--- src/rtl/vga_text_pkg.sv ---
// -----------------------------------------------------------------------------
// vga_text_pkg
// Shared definitions for the 80x60 VGA text console: screen geometry, fill
// character, control codes, FSM state encoding and cursor/address helpers.
// No ports (package).
// -----------------------------------------------------------------------------
package vga_text_pkg;

   localparam int COLS  = 80;
   localparam int ROWS  = 60;
   localparam int CELLS = COLS * ROWS;

   localparam logic [7:0] BLANK_CHAR = 8'h20;

   localparam logic [7:0] CC_BS  = 8'h08;
   localparam logic [7:0] CC_TAB = 8'h09;
   localparam logic [7:0] CC_LF  = 8'h0A;
   localparam logic [7:0] CC_FF  = 8'h0C;
   localparam logic [7:0] CC_CR  = 8'h0D;

   typedef enum logic [2:0] {
      ST_IDLE,
      ST_PUT,
      ST_SCR_RD,
      ST_SCR_WR,
      ST_FILL
   } state_t;

   // Cursor word consumed by the VGA stage: {row[5:0], col[6:0]}.
   function automatic logic [12:0] pack_cursor(input logic [5:0] row,
                                                input logic [6:0] col);
      return {row, col};
   endfunction

   // row*80 as (row<<6)+(row<<4); 59*80 = 4720 fits easily in 13 bits.
   function automatic logic [12:0] row_base(input logic [5:0] row);
      logic [12:0] r;
      r = {7'd0, row};
      return (r << 6) + (r << 4);
   endfunction

endpackage

--- src/rtl/vga_blink_gen.sv ---
// -----------------------------------------------------------------------------
// vga_blink_gen
// Free-running cursor blink generator: a counter runs 0..BLINK_DIV-1 and the
// blink phase toggles each time it wraps.
// Ports:
//   clk    in   system clock
//   rst    in   asynchronous reset, active low
//   blink  out  cursor blink phase
// -----------------------------------------------------------------------------
module vga_blink_gen #(
   parameter int BLINK_DIV = 25000000
) (
   input  logic clk,
   input  logic rst,
   output logic blink
);

   localparam int CW = (BLINK_DIV > 1) ? $clog2(BLINK_DIV) : 1;
   localparam logic [CW-1:0] LAST = CW'(BLINK_DIV - 1);

   logic [CW-1:0] r_cnt;
   logic          r_blink;

   // NOTE: sequential state uses non-blocking assignments so every register
   // samples pre-edge values, independent of statement order.
   always_ff @(posedge clk or negedge rst) begin
      if (!rst) begin
         r_cnt   <= '0;
         r_blink <= 1'b0;
      end else if (r_cnt == LAST) begin
         r_cnt   <= '0;
         r_blink <= ~r_blink;
      end else begin
         r_cnt   <= r_cnt + 1'b1;
      end
   end

   assign blink = r_blink;

endmodule

--- src/rtl/vga_text_console.sv ---
// -----------------------------------------------------------------------------
// vga_text_console
// Character-terminal engine feeding 80x60 text VRAM with {attr, char} words.
// Handles printable bytes with line wrap, LF/CR/BS/FF control codes, a
// full-screen scroll-up (read row below, write row above, blank last row) and
// a full-screen clear. Exports the cursor and the blink phase to the VGA stage.
// Build option: define CONSOLE_TAB_EN to make 8'h09 a tab to the next
// multiple-of-8 column; otherwise 8'h09 is an ordinary printable byte.
// Ports:
//   clk         in   system clock
//   rst         in   asynchronous reset, active low
//   char_valid  in   byte offered
//   char_data   in   character or control code
//   char_attr   in   attribute byte, VRAM word [15:8]
//   char_ready  out  console can accept a byte (IDLE)
//   vram_we     out  VRAM write strobe
//   vram_re     out  VRAM read strobe
//   vram_addr   out  VRAM word address = row*80 + col
//   vram_wdata  out  {attr, char}
//   vram_rdata  in   read data, valid one cycle after vram_re
//   cursor      out  {row[5:0], col[6:0]}
//   blink       out  cursor blink phase
//   busy        out  scroll or clear in progress
// -----------------------------------------------------------------------------
module vga_text_console
   import vga_text_pkg::*;
#(
   parameter int BLINK_DIV = 25000000
) (
   input  logic        clk,
   input  logic        rst,
   input  logic        char_valid,
   input  logic [7:0]  char_data,
   input  logic [7:0]  char_attr,
   output logic        char_ready,
   output logic        vram_we,
   output logic        vram_re,
   output logic [12:0] vram_addr,
   output logic [15:0] vram_wdata,
   input  logic [15:0] vram_rdata,
   output logic [12:0] cursor,
   output logic        blink,
   output logic        busy
);

   state_t      r_state;
   state_t      w_next;
   logic [5:0]  r_row;
   logic [6:0]  r_col;
   logic [7:0]  r_char;
   logic [7:0]  r_attr;
   logic [12:0] r_idx;       // scroll/fill word index

   logic        w_accept;
   logic        w_last_row;
   logic        w_col_end;
   logic        w_is_lf;
   logic        w_is_cr;
   logic        w_is_bs;
   logic        w_is_ff;
   logic        w_is_tab;
   logic        w_tab_wrap;
   logic [6:0]  w_tab_col;
   logic        w_is_print;
   logic        w_newline;
   logic        w_scroll;
   logic [12:0] w_cell;

   assign w_accept   = char_valid && (r_state == ST_IDLE);
   assign w_last_row = (r_row == 6'(ROWS - 1));
   assign w_col_end  = (r_col == 7'(COLS - 1));
   assign w_cell     = row_base(r_row) + {6'd0, r_col};

   assign w_is_lf = (r_char == CC_LF);
   assign w_is_cr = (r_char == CC_CR);
   assign w_is_bs = (r_char == CC_BS);
   assign w_is_ff = (r_char == CC_FF);

`ifdef CONSOLE_TAB_EN
   logic [7:0] w_tab_next;
   assign w_tab_next = {1'b0, r_col[6:3], 3'b000} + 8'd8;
   assign w_is_tab   = (r_char == CC_TAB);
   assign w_tab_wrap = (w_tab_next >= 8'(COLS));
   assign w_tab_col  = w_tab_next[6:0];
`else
   assign w_is_tab   = 1'b0;
   assign w_tab_wrap = 1'b0;
   assign w_tab_col  = r_col;
`endif

   assign w_is_print = !(w_is_lf || w_is_cr || w_is_bs || w_is_ff || w_is_tab);

   // Anything that moves to column 0 of the next row: LF, a tab past the
   // last column, or a printable landing in the last column.
   assign w_newline = w_is_lf || (w_is_tab && w_tab_wrap) ||
                      (w_is_print && w_col_end);
   assign w_scroll  = w_newline && w_last_row;

   // ---------------------------------------------------------------- state
   always_ff @(posedge clk or negedge rst) begin
      if (!rst) r_state <= ST_IDLE;
      else      r_state <= w_next;
   end

   // ----------------------------------------------------------- next state
   // NOTE: every combinational output gets a default before the case so no
   // path leaves it unassigned, which would otherwise infer a latch.
   always_comb begin
      w_next = r_state;
      case (r_state)
         ST_IDLE:   if (w_accept) w_next = ST_PUT;
         ST_PUT: begin
            if (w_is_ff)       w_next = ST_FILL;
            else if (w_scroll) w_next = ST_SCR_RD;
            else               w_next = ST_IDLE;
         end
         ST_SCR_RD: w_next = ST_SCR_WR;
         ST_SCR_WR: w_next = (r_idx == 13'(CELLS - COLS - 1)) ? ST_FILL : ST_SCR_RD;
         ST_FILL:   if (r_idx == 13'(CELLS - 1)) w_next = ST_IDLE;
         default:   w_next = ST_IDLE;
      endcase
   end

   // ------------------------------------------------------------- datapath
   always_ff @(posedge clk or negedge rst) begin
      if (!rst) begin
         r_row  <= '0;
         r_col  <= '0;
         r_char <= '0;
         r_attr <= '0;
         r_idx  <= '0;
      end else begin
         case (r_state)
            ST_IDLE: begin
               if (w_accept) begin
                  r_char <= char_data;
                  r_attr <= char_attr;
               end
            end
            ST_PUT: begin
               r_idx <= '0;
               if (w_newline) begin
                  r_col <= '0;
                  if (!w_last_row) r_row <= r_row + 6'd1;
               end else if (w_is_cr) begin
                  r_col <= '0;
               end else if (w_is_bs) begin
                  if (r_col != 7'd0) r_col <= r_col - 7'd1;
               end else if (w_is_tab) begin
                  r_col <= w_tab_col;
               end else if (w_is_print) begin
                  r_col <= r_col + 7'd1;
               end
            end
            ST_SCR_WR: r_idx <= r_idx + 13'd1;
            ST_FILL: begin
               r_idx <= r_idx + 13'd1;
               // Scroll leaves the cursor on the last row; clear homes it.
               if (r_idx == 13'(CELLS - 1) && w_is_ff) begin
                  r_row <= '0;
                  r_col <= '0;
               end
            end
            default: ;
         endcase
      end
   end

   // -------------------------------------------------------------- outputs
   always_comb begin
      vram_we    = 1'b0;
      vram_re    = 1'b0;
      vram_addr  = '0;
      vram_wdata = '0;
      case (r_state)
         ST_PUT: begin
            if (w_is_print) begin
               vram_we    = 1'b1;
               vram_addr  = w_cell;
               vram_wdata = {r_attr, r_char};
            end else if (w_is_bs && r_col != 7'd0) begin
               vram_we    = 1'b1;
               vram_addr  = w_cell - 13'd1;
               vram_wdata = {r_attr, BLANK_CHAR};
            end
         end
         ST_SCR_RD: begin
            vram_re   = 1'b1;
            vram_addr = r_idx + 13'(COLS);
         end
         ST_SCR_WR: begin
            vram_we    = 1'b1;
            vram_addr  = r_idx;
            vram_wdata = vram_rdata;
         end
         ST_FILL: begin
            vram_we    = 1'b1;
            vram_addr  = r_idx;
            vram_wdata = {r_attr, BLANK_CHAR};
         end
         default: ;
      endcase
   end

   assign char_ready = (r_state == ST_IDLE);
   assign busy       = (r_state == ST_SCR_RD) || (r_state == ST_SCR_WR) ||
                       (r_state == ST_FILL);
   assign cursor     = pack_cursor(r_row, r_col);

   vga_blink_gen #(
      .BLINK_DIV (BLINK_DIV)
   ) u_blink (
      .clk   (clk),
      .rst   (rst),
      .blink (blink)
   );

endmodule

--- config.mk ---
export PLATFORM = sky130hd
export DESIGN_NAME = vga_text_console
export DESIGN_NICKNAME = d
export VERILOG_FILES = /design/src/rtl/vga_text_pkg.sv /design/src/rtl/vga_blink_gen.sv /design/src/rtl/vga_text_console.sv
export SDC_FILE = /design/constraint.sdc
export NUM_CORES = 1
export LEC_CHECK = 0
export ABC_AREA = 1
export BUFFER_PORTS_ARGS = -buffer_cell sky130_fd_sc_hd__clkbuf_2
export CAP_MARGIN = 20
export CORE_MARGIN = 5
export CORE_UTILIZATION = 58
export CTS_BUF_LIST = sky130_fd_sc_hd__clkbuf_16
export DETAILED_ROUTE_END_ITERATION = 8
export PLACE_DENSITY = 0.92
export SYNTH_ARGS = -nofsm -noshare
export SYNTH_HDL_FRONTEND = slang
export SYNTH_SLANG_ARGS = --single-unit
--- constraint.sdc ---
create_clock -name clk -period 3.29 [get_ports clk]
set_clock_uncertainty 0.05 [all_clocks]
set_input_delay 0.4935 -clock clk [delete_from_list [all_inputs] [get_ports clk]]
set_output_delay 0.4935 -clock clk [all_outputs]
set_load 0.03 [all_outputs]
==> results of run 1 <==
## layer usage
layer	vias to the layer above	track usage (%)
met5	-	0
met2	225	40.53
met4	0	7.873
met1	2410	32.33
li1	2554	-
met3	25	4.279
## flip-flops by register name, indices dropped and copies added, names as in the netlist
name,count
u_blink.r_cnt,25
r_idx,13
r_attr,8
r_char,8
r_col,7
r_row,6
r_state,3
u_blink.blink,1
## power by group through the flow
| stage | Combinational, mW | Clock, mW | Sequential (mW) |
|---|---|---|---|
| floorplan | 0.854 | 0 | 1.17 |
| global placement | 1.25 | 0 | 1.08 |
| detailed placement | 1.30 | 0 | 1.09 |
| CTS | 1.37 | 1.05 | 1.07 |
| global route | 1.65 | 1.09 | 1.09 |
| finish | 1.50 | 1.04 | 1.08 |
## worst max path at each step
| stage | startpoint | end | depth (start not counted) |
|---|---|---|---|
| finish | r_row[1]$_DFFE_PN0P_ | vram_addr[11] | 15 |
| global route | r_row[2]$_DFFE_PN0P_ | vram_addr[12] | 16 |
| CTS | r_row[0]$_DFFE_PN0P_ | vram_addr[11] | 14 |
| detailed placement | r_col[6]$_DFFE_PN0P_ | vram_addr[11] | 14 |
| global placement | r_col[6]$_DFFE_PN0P_ | vram_addr[11] | 14 |
| floorplan | r_row[2]$_DFFE_PN0P_ | vram_addr[10] | 11 |
## cell type report
cell class / count / area, µm² / area share [%]
multi-input combinational: 529 / 3162 / 49.83
sequential: 71 / 1778 / 28.02
timing repair buffer: 97 / 561.8 / 8.854
inverter: 103 / 386.6 / 6.093
clock buffer: 9 / 225.2 / 3.550
tap: 108 / 135.1 / 2.130
clock inverter: 7 / 96.34 / 1.518
## placed cells by master, fill, tap and decap left out, types with 21 or more instances in the layout
master and instances:
inv_2 25, dfrtp_1 70, ha_1 21, nand2_1 138
clkbuf_2 74, a21oi_1 34, inv_1 77, nand3_1 49
nand2_2 22, o21ai_0 24, o21ai_1 21, nor2_1 62
## through the flow
step / instances / hold WS, ps / total power, mW
6_report: 924 / 323.7 / 3.618
5_1_grt: 924 / 324.3 / 3.826
4_1_cts: 923 / 322.2 / 3.487
3_5_place_dp: 901 / 280.4 / 2.383
3_3_place_gp: 901 / 276.2 / 2.332
2_1_floorplan: 716 / 147.9 / 2.028
## cell families (layout without fill, tap and decap cells)
kind of cell    after synthesis  after routing  synth area share, %
fa+ha+maj                    27             27                6.830
flops                        71             71                33.67
simple gates                359            359                32.75
compound gates              111            111                12.31
xor+xnor                     23             23                3.818
buf+inv                     116            216                8.703
mux                           9              9                1.921
## repair_timing
action,4_1_cts,5_1_grt
gates resized for setup,20,42
hold buffers,1,0
endpoints found under the setup margin,6,6
buffers inserted,5,1
pin swaps,6,6
endpoints found under the hold margin,5,0
==> results.md, run 1 <==
### Run status
- **outcome** finished with violations
- **violated checks** negative setup slack

### Finish
- **fraction of final layout cells sized beyond drive strength 1** 27.57%
- **# diodes** 0
- **number of filler cells placed in the layout** 643
- **Area growth syn-to-layout** 20.25%
- **Core Util, Final** 72.05%
- **Finished Cell Area** 6345 µm²
- **number of nets in the layout** 873

### Clock network
- **insertion delay to the later sink of the worst-skew pair** 330 ps
- **total number of H-tree levels** 3
- **clock slew seen by the registers of the worst setup and hold paths** 60 ps
- **TritonCTS buffer count** 9
- **Clock Sink Count** 71
- **worst-case clock buffer depth** 2
- **clock root buffer** clkbuf_16
- **clock tree from TritonCTS** done

### Global routing
- **overall fraction of global-route tracks in use** 24.36%
- **first-pass GRT wire length** 22.73 mm
- **pin count of the biggest net entering global routing** 37
- **grt ovf** 0
- **initial antenna violation count** 0
- **vias in the first global route** 5026

### Route
- **initial DRC count** 375
- **met3 wire length** 928 µm
- **mean routed wirelength per cell** 14.73 µm
- **total wire length** 13.61 mm
- **highest routed metal layer** met4
- **Vias** 5214
- **residual antenna-violating net count after detailed routing** 0
- **met1 routed wirelength after detailed routing** 5.812 mm
- **DRT Pass-1 Iters** 6
- **DR DRC count** 0
- **routed wire length on met2** 6.603 mm
- **Via-to-Cell Ratio** 5.643

### Timing
- **Rel. slew slack** 49.97%
- **shortest period the worst path allows** 3335 ps
- **unrepaired setup endpoints after global routing** yes
- **final worst setup slack** -45.41 ps
- **hold violation count in the final report** 0
- **Max Slew Vio Count** 0
- **Fin Setup TNS** -49.53 ps
- **slew at the pin closest to its max-slew limit** 748.6 ps
- **achievable frequency** 299.8 MHz
- **Tcrit/Tclk final** 101.4%
- **Final Setup Violations** 2

### Floorplan
- **site row count** 34
- **Boundary Pins** 82
- **die width** 105.4 µm
- **effective utilization at floorplan** 59.92%
- **core outline area** 8806 µm²
- **die area** 11100 µm²
- **die height** 105.4 µm

### Setup path
- **cells on worst reg2reg path** 14
- **launch point of the worst reg-to-reg path** r_char[1]$_DFFE_PN0P_
- **data arrival at the endpoint of the critical path** 2790 ps
- **worst reg-to-reg setup slack** 900 ps
- **slowest CP cell** fa_2
- **cell-by-cell listing of the critical path** ha_4, ha_2, inv_2, fa_2, inv_2, nor2_2, nand3_1, inv_2, nand2_4, nor2_4, nand2_1, nand2_1, nand3_1, nand2_2, buf_8
- **Critical Path Source Type** register
- **crit-path leading delay family** adder cells
- **Worst path most repeated cell** inv_2
- **RR Endpoint** r_col[6]$_DFFE_PN0P_
- **data required time at the worst endpoint** 2750 ps
- **Setup crit end kind** output port
- **CP bufs+invs** 4
- **delay of the slowest cell on the worst path** 580 ps
- **CP Max Fanout** 3
- **crit path kind** register to output port

### Synth
- **post-synth top area cell** dfrtp_1
- **portion of synthesized cell area occupied by the leading cell type** 33.67%
- **most frequently used cell type in the post-synthesis netlist** nand2_1
- **Synth Instances** 716
- **top cell types by occurrence after synthesis** 150 x nand2_1, 86 x inv_1, 71 x dfrtp_1
- **average footprint of a synthesized cell** 7.369 µm²
- **Net Count, Synth** 778
- **count of flip-flops with a built-in enable after synthesis** 0
- **cell area after synthesis** 5276 µm²
- **synthesized flop and latch total** 71
- **number of warning messages in the yosys log** 0
- **share of synthesized area occupied by flip-flops and latches** 33.67%
- **flip-flop cell with the highest count after synthesis** dfrtp_1
- **Distinct cells, synth** 54
- **fraction of registers with async set or reset after synthesis** 100.0%
- **Area contributors post-synth** dfrtp_1 34%, nand2_1 11%, inv_1 6.1%

### Hold path
- **capture endpoint of the worst hold path** r_attr[1]$_DFFE_PN0P_
- **hold path startpoint** char_attr[1]
- **cell count of the worst hold path** 2
- **Hold WC Path Type** input port to register

### Power
- **switching share of power** 40.17%
- **Leak** 3.244 nW
- **combinational power share** 41.5%
- **NetSw** 1.453 mW
- **power density relative to cell area** 570.3 nW/µm²
- **register share of total power** 29.7%
- **worst vdd ir** 0.3166 mV
- **share of power burned in the clock network** 28.8%
- **cell internal power dissipation** 2.165 mW

### Run
- **total of max-cap violations** 0

### Placement
- **Buffers on Ports** 81
- **instance area at placement** 5812 µm²
- **Final HPWL DP** 9.913 mm
- **Post-Place Setup Slack** 106.7 ps
- **GPL Wtd Cong** 0.8999

(Power assumes the default switching activity.)
==> run 2, diff against run 1 <==
--- a/config.mk
+++ b/config.mk
@@ -8,8 +8,10 @@
 export ABC_AREA = 1
 export BUFFER_PORTS_ARGS = -buffer_cell sky130_fd_sc_hd__clkbuf_2
 export CAP_MARGIN = 20
+export CELL_PAD_IN_SITES_DETAIL_PLACEMENT = 0
+export CELL_PAD_IN_SITES_GLOBAL_PLACEMENT = 1
 export CORE_MARGIN = 5
-export CORE_UTILIZATION = 58
+export CORE_UTILIZATION = 42
 export CTS_BUF_LIST = sky130_fd_sc_hd__clkbuf_16
 export DETAILED_ROUTE_END_ITERATION = 8
 export PLACE_DENSITY = 0.92
==> results.md, run 2 (synthesis gave the netlist of run 1 again) <==
### Run status
- **outcome** finished with violations
- **violated checks** negative setup slack

### Timing
- **achievable frequency** 301.4 MHz, +0.52%
- **smallest hold slack** 255.0 ps, -68.79 ps
- **shortest period the worst path allows** 3318 ps, -17.29 ps
- **Fin Setup TNS** -28.12 ps, +21.40 ps
- **hold violation count in the final report** 0, unchanged
- **unrepaired setup endpoints after global routing** yes
- **final worst setup slack** -28.12 ps, +17.29 ps
- **Final Setup Violations** 1, -1
- **Rel. slew slack** 37.06%, -13 points
- **Max Slew Vio Count** 0, unchanged
- **slew at the pin closest to its max-slew limit** 944.1 ps, +195.4 ps
- **Tcrit/Tclk final** 100.9%, -0.53 points

### Finish
- **area taken by multi-input logic gates** 3123 µm², -1.2%
- **number of flip-flops in the largest register** 25, unchanged
- **most common library cell in the layout ignoring fill and taps** nand2_1
- **registers with the most flip-flops** u_blink.r_cnt: 25 flops, r_idx: 13 flops
- **Area growth syn-to-layout** 20.39%
- **Reg with most FFs** u_blink.r_cnt
- **sequential cell area** 1778 µm², unchanged
- **fraction of final layout cells sized beyond drive strength 1** 25.58%, -2.0 points
- **Finished Layout Cells** 985, +6.6%
- **number of nets in the layout** 870, -0.34%
- **number of filler cells placed in the layout** 1252, +95%
- **commonest cells after routing, fill and taps aside** 143 x nand2_1, 83 x inv_1, 74 x clkbuf_2, 70 x dfrtp_1, 62 x nor2_1
- **# diodes** 0, unchanged
- **Core Util, Final** 50.96%, -21 points

### Route
- **total wire length** 13.02 mm, -4.4%
- **initial DRC count** 242, -35%
- **Via-to-Cell Ratio** 5.043, -11%
- **DRT Pass-1 Iters** 5, -1
- **mean routed wirelength per cell** 13.22 µm, -10%
- **Vias** 4967, -4.7%
- **residual antenna-violating net count after detailed routing** 0, unchanged
- **DR DRC count** 0, unchanged

### Floorplan
- **die height** 122.1 µm, +16%
- **die width** 122.1 µm, +16%
- **Boundary Pins** 82, unchanged
- **core outline area** 12470 µm², +42%
- **effective utilization at floorplan** 42.33%, -18 points
- **die area** 14900 µm², +34%
- **site row count** 41, +21%

### Global routing
- **overall fraction of global-route tracks in use** 18.17%, -6.2 points
- **vias in the first global route** 4657, -7.3%
- **first-pass GRT wire length** 21.87 mm, -3.8%
- **pin count of the biggest net entering global routing** 72, +95%
- **initial antenna violation count** 0, unchanged
- **grt ovf** 0, unchanged

### Setup path
- **launch point of the worst reg-to-reg path** r_char[1]$_DFFE_PN0P_
- **Critical Path Source Type** register
- **data required time at the worst endpoint** 2750 ps, about the same
- **Setup crit end kind** output port
- **data arrival at the endpoint of the critical path** 2770 ps, -20 ps
- **CP Max Fanout** 3, unchanged
- **crit path kind** register to output port
- **worst setup path startpoint** r_col[6]$_DFFE_PN0P_

### Run
- **total of max-cap violations** 0, unchanged

### Clock network
- **clock root buffer** clkbuf_16
- **TritonCTS buffer count** 9, unchanged
- **insertion delay to the later sink of the worst-skew pair** 330 ps, about the same
- **clock tree from TritonCTS** done
- **Clock Sink Count** 71, unchanged
- **cts-stage hold buffer count** 0, -1
- **clock slew seen by the registers of the worst setup and hold paths** 60 ps, about the same
- **worst-case clock buffer depth** 2, unchanged
- **total number of H-tree levels** 3, unchanged

### Power
- **worst vdd ir** 0.2135 mV, -33%
- **Leak** 3.236 nW, -0.25%
- **power density relative to cell area** 552.6 nW/µm², -3.1%

### Placement
- **Buffers on Ports** 81, unchanged
- **Post-Place Setup Slack** 158.7 ps, +52.02 ps
- **Final HPWL DP** 9.836 mm, -0.78%
- **GPL Wtd Cong** 0.8434, -6.3%
- **Placed Cells** 964, +7.0%

### Hold path
- **Hold WC Path Type** input port to asynchronous set/reset pin

==> run 2: power by group <==
| part | total, mW | leakage, nW | switching (mW) | internal (mW) |
|---|---|---|---|---|
| combinational | 1.42 | 2.16 | 0.908 | 0.510 |
| clock | 1.03 | 0.154 | 0.368 | 0.658 |
| sequential | 1.07 | 0.922 | 0.111 | 0.956 |
==> run 2: path summary, 6_finish.rpt <==
| kind | end | slack [ps] | depth (start not counted) |
|---|---|---|---|
| min in group clk | r_attr[2]$_DFFE_PN0P_ | 320 | 2 |
| hold reg to reg | u_blink.blink$_DFFE_PN0N_ | 420 | 1 |
| setup / recovery | vram_addr[11] | -30 | 14 |
| max in group asynchronous | r_row[1]$_DFFE_PN0P_ | 2270 | 1 |
| hold / removal | u_blink.r_cnt[22]$_DFF_PN0_ | 250 | 1 |
| setup reg to reg | r_col[6]$_DFFE_PN0P_ | 920 | 14 |
==> run 2: area by class of cell <==
cell class	count	share of cell area (%)
timing repair buffer	94	8.430
clock buffer	9	3.545
sequential	71	27.99
inverter	103	6.086
multi-input combinational	529	49.16
tap	172	3.388
clock inverter	7	1.398
==> run 2: repair_timing <==
| item | in CTS | in global routing |
|---|---|---|
| gates resized for setup | 14 | 34 |
| setup buffers | 3 | 2 |
| gates cloned | 0 | 0 |
| pin swaps | 4 | 11 |
| endpoints found under the setup margin | 6 | 6 |
==> run 2: layer usage <==
metal | global-route usage (%) | vias up | part of all wire, %
met1 | 25.40 | 2297 | 49
met2 | 28.80 | 109 | 45
met5 | 0 | - | 0
met3 | 2.739 | 16 | 4.2
li1 | - | 2545 | -
met4 | 6.228 | 0 | 1.6
==> run 2: per-stage QoR <==
step | power, mW | cell area [µm²]
3_3_place_gp | 2.369 | 5887
2_1_floorplan | 2.028 | 5276
4_1_cts | 3.458 | 6256
5_1_grt | 3.734 | 6352
6_report | 3.510 | 6352
3_5_place_dp | 2.388 | 5887
==> run 2: critical path: stages, from the launching register on <==
cell and delay, ps:
dfrtp_1 370, inv_2 60, fa_1 520, fa_2 600, inv_2 50, nor2_2 110, nand3_2 80, inv_2 90
nand2_4 60, nor2_4 110, nand2_1 50, nand2_1 70, nand3_2 60, nand2_2 80, buf_8 120
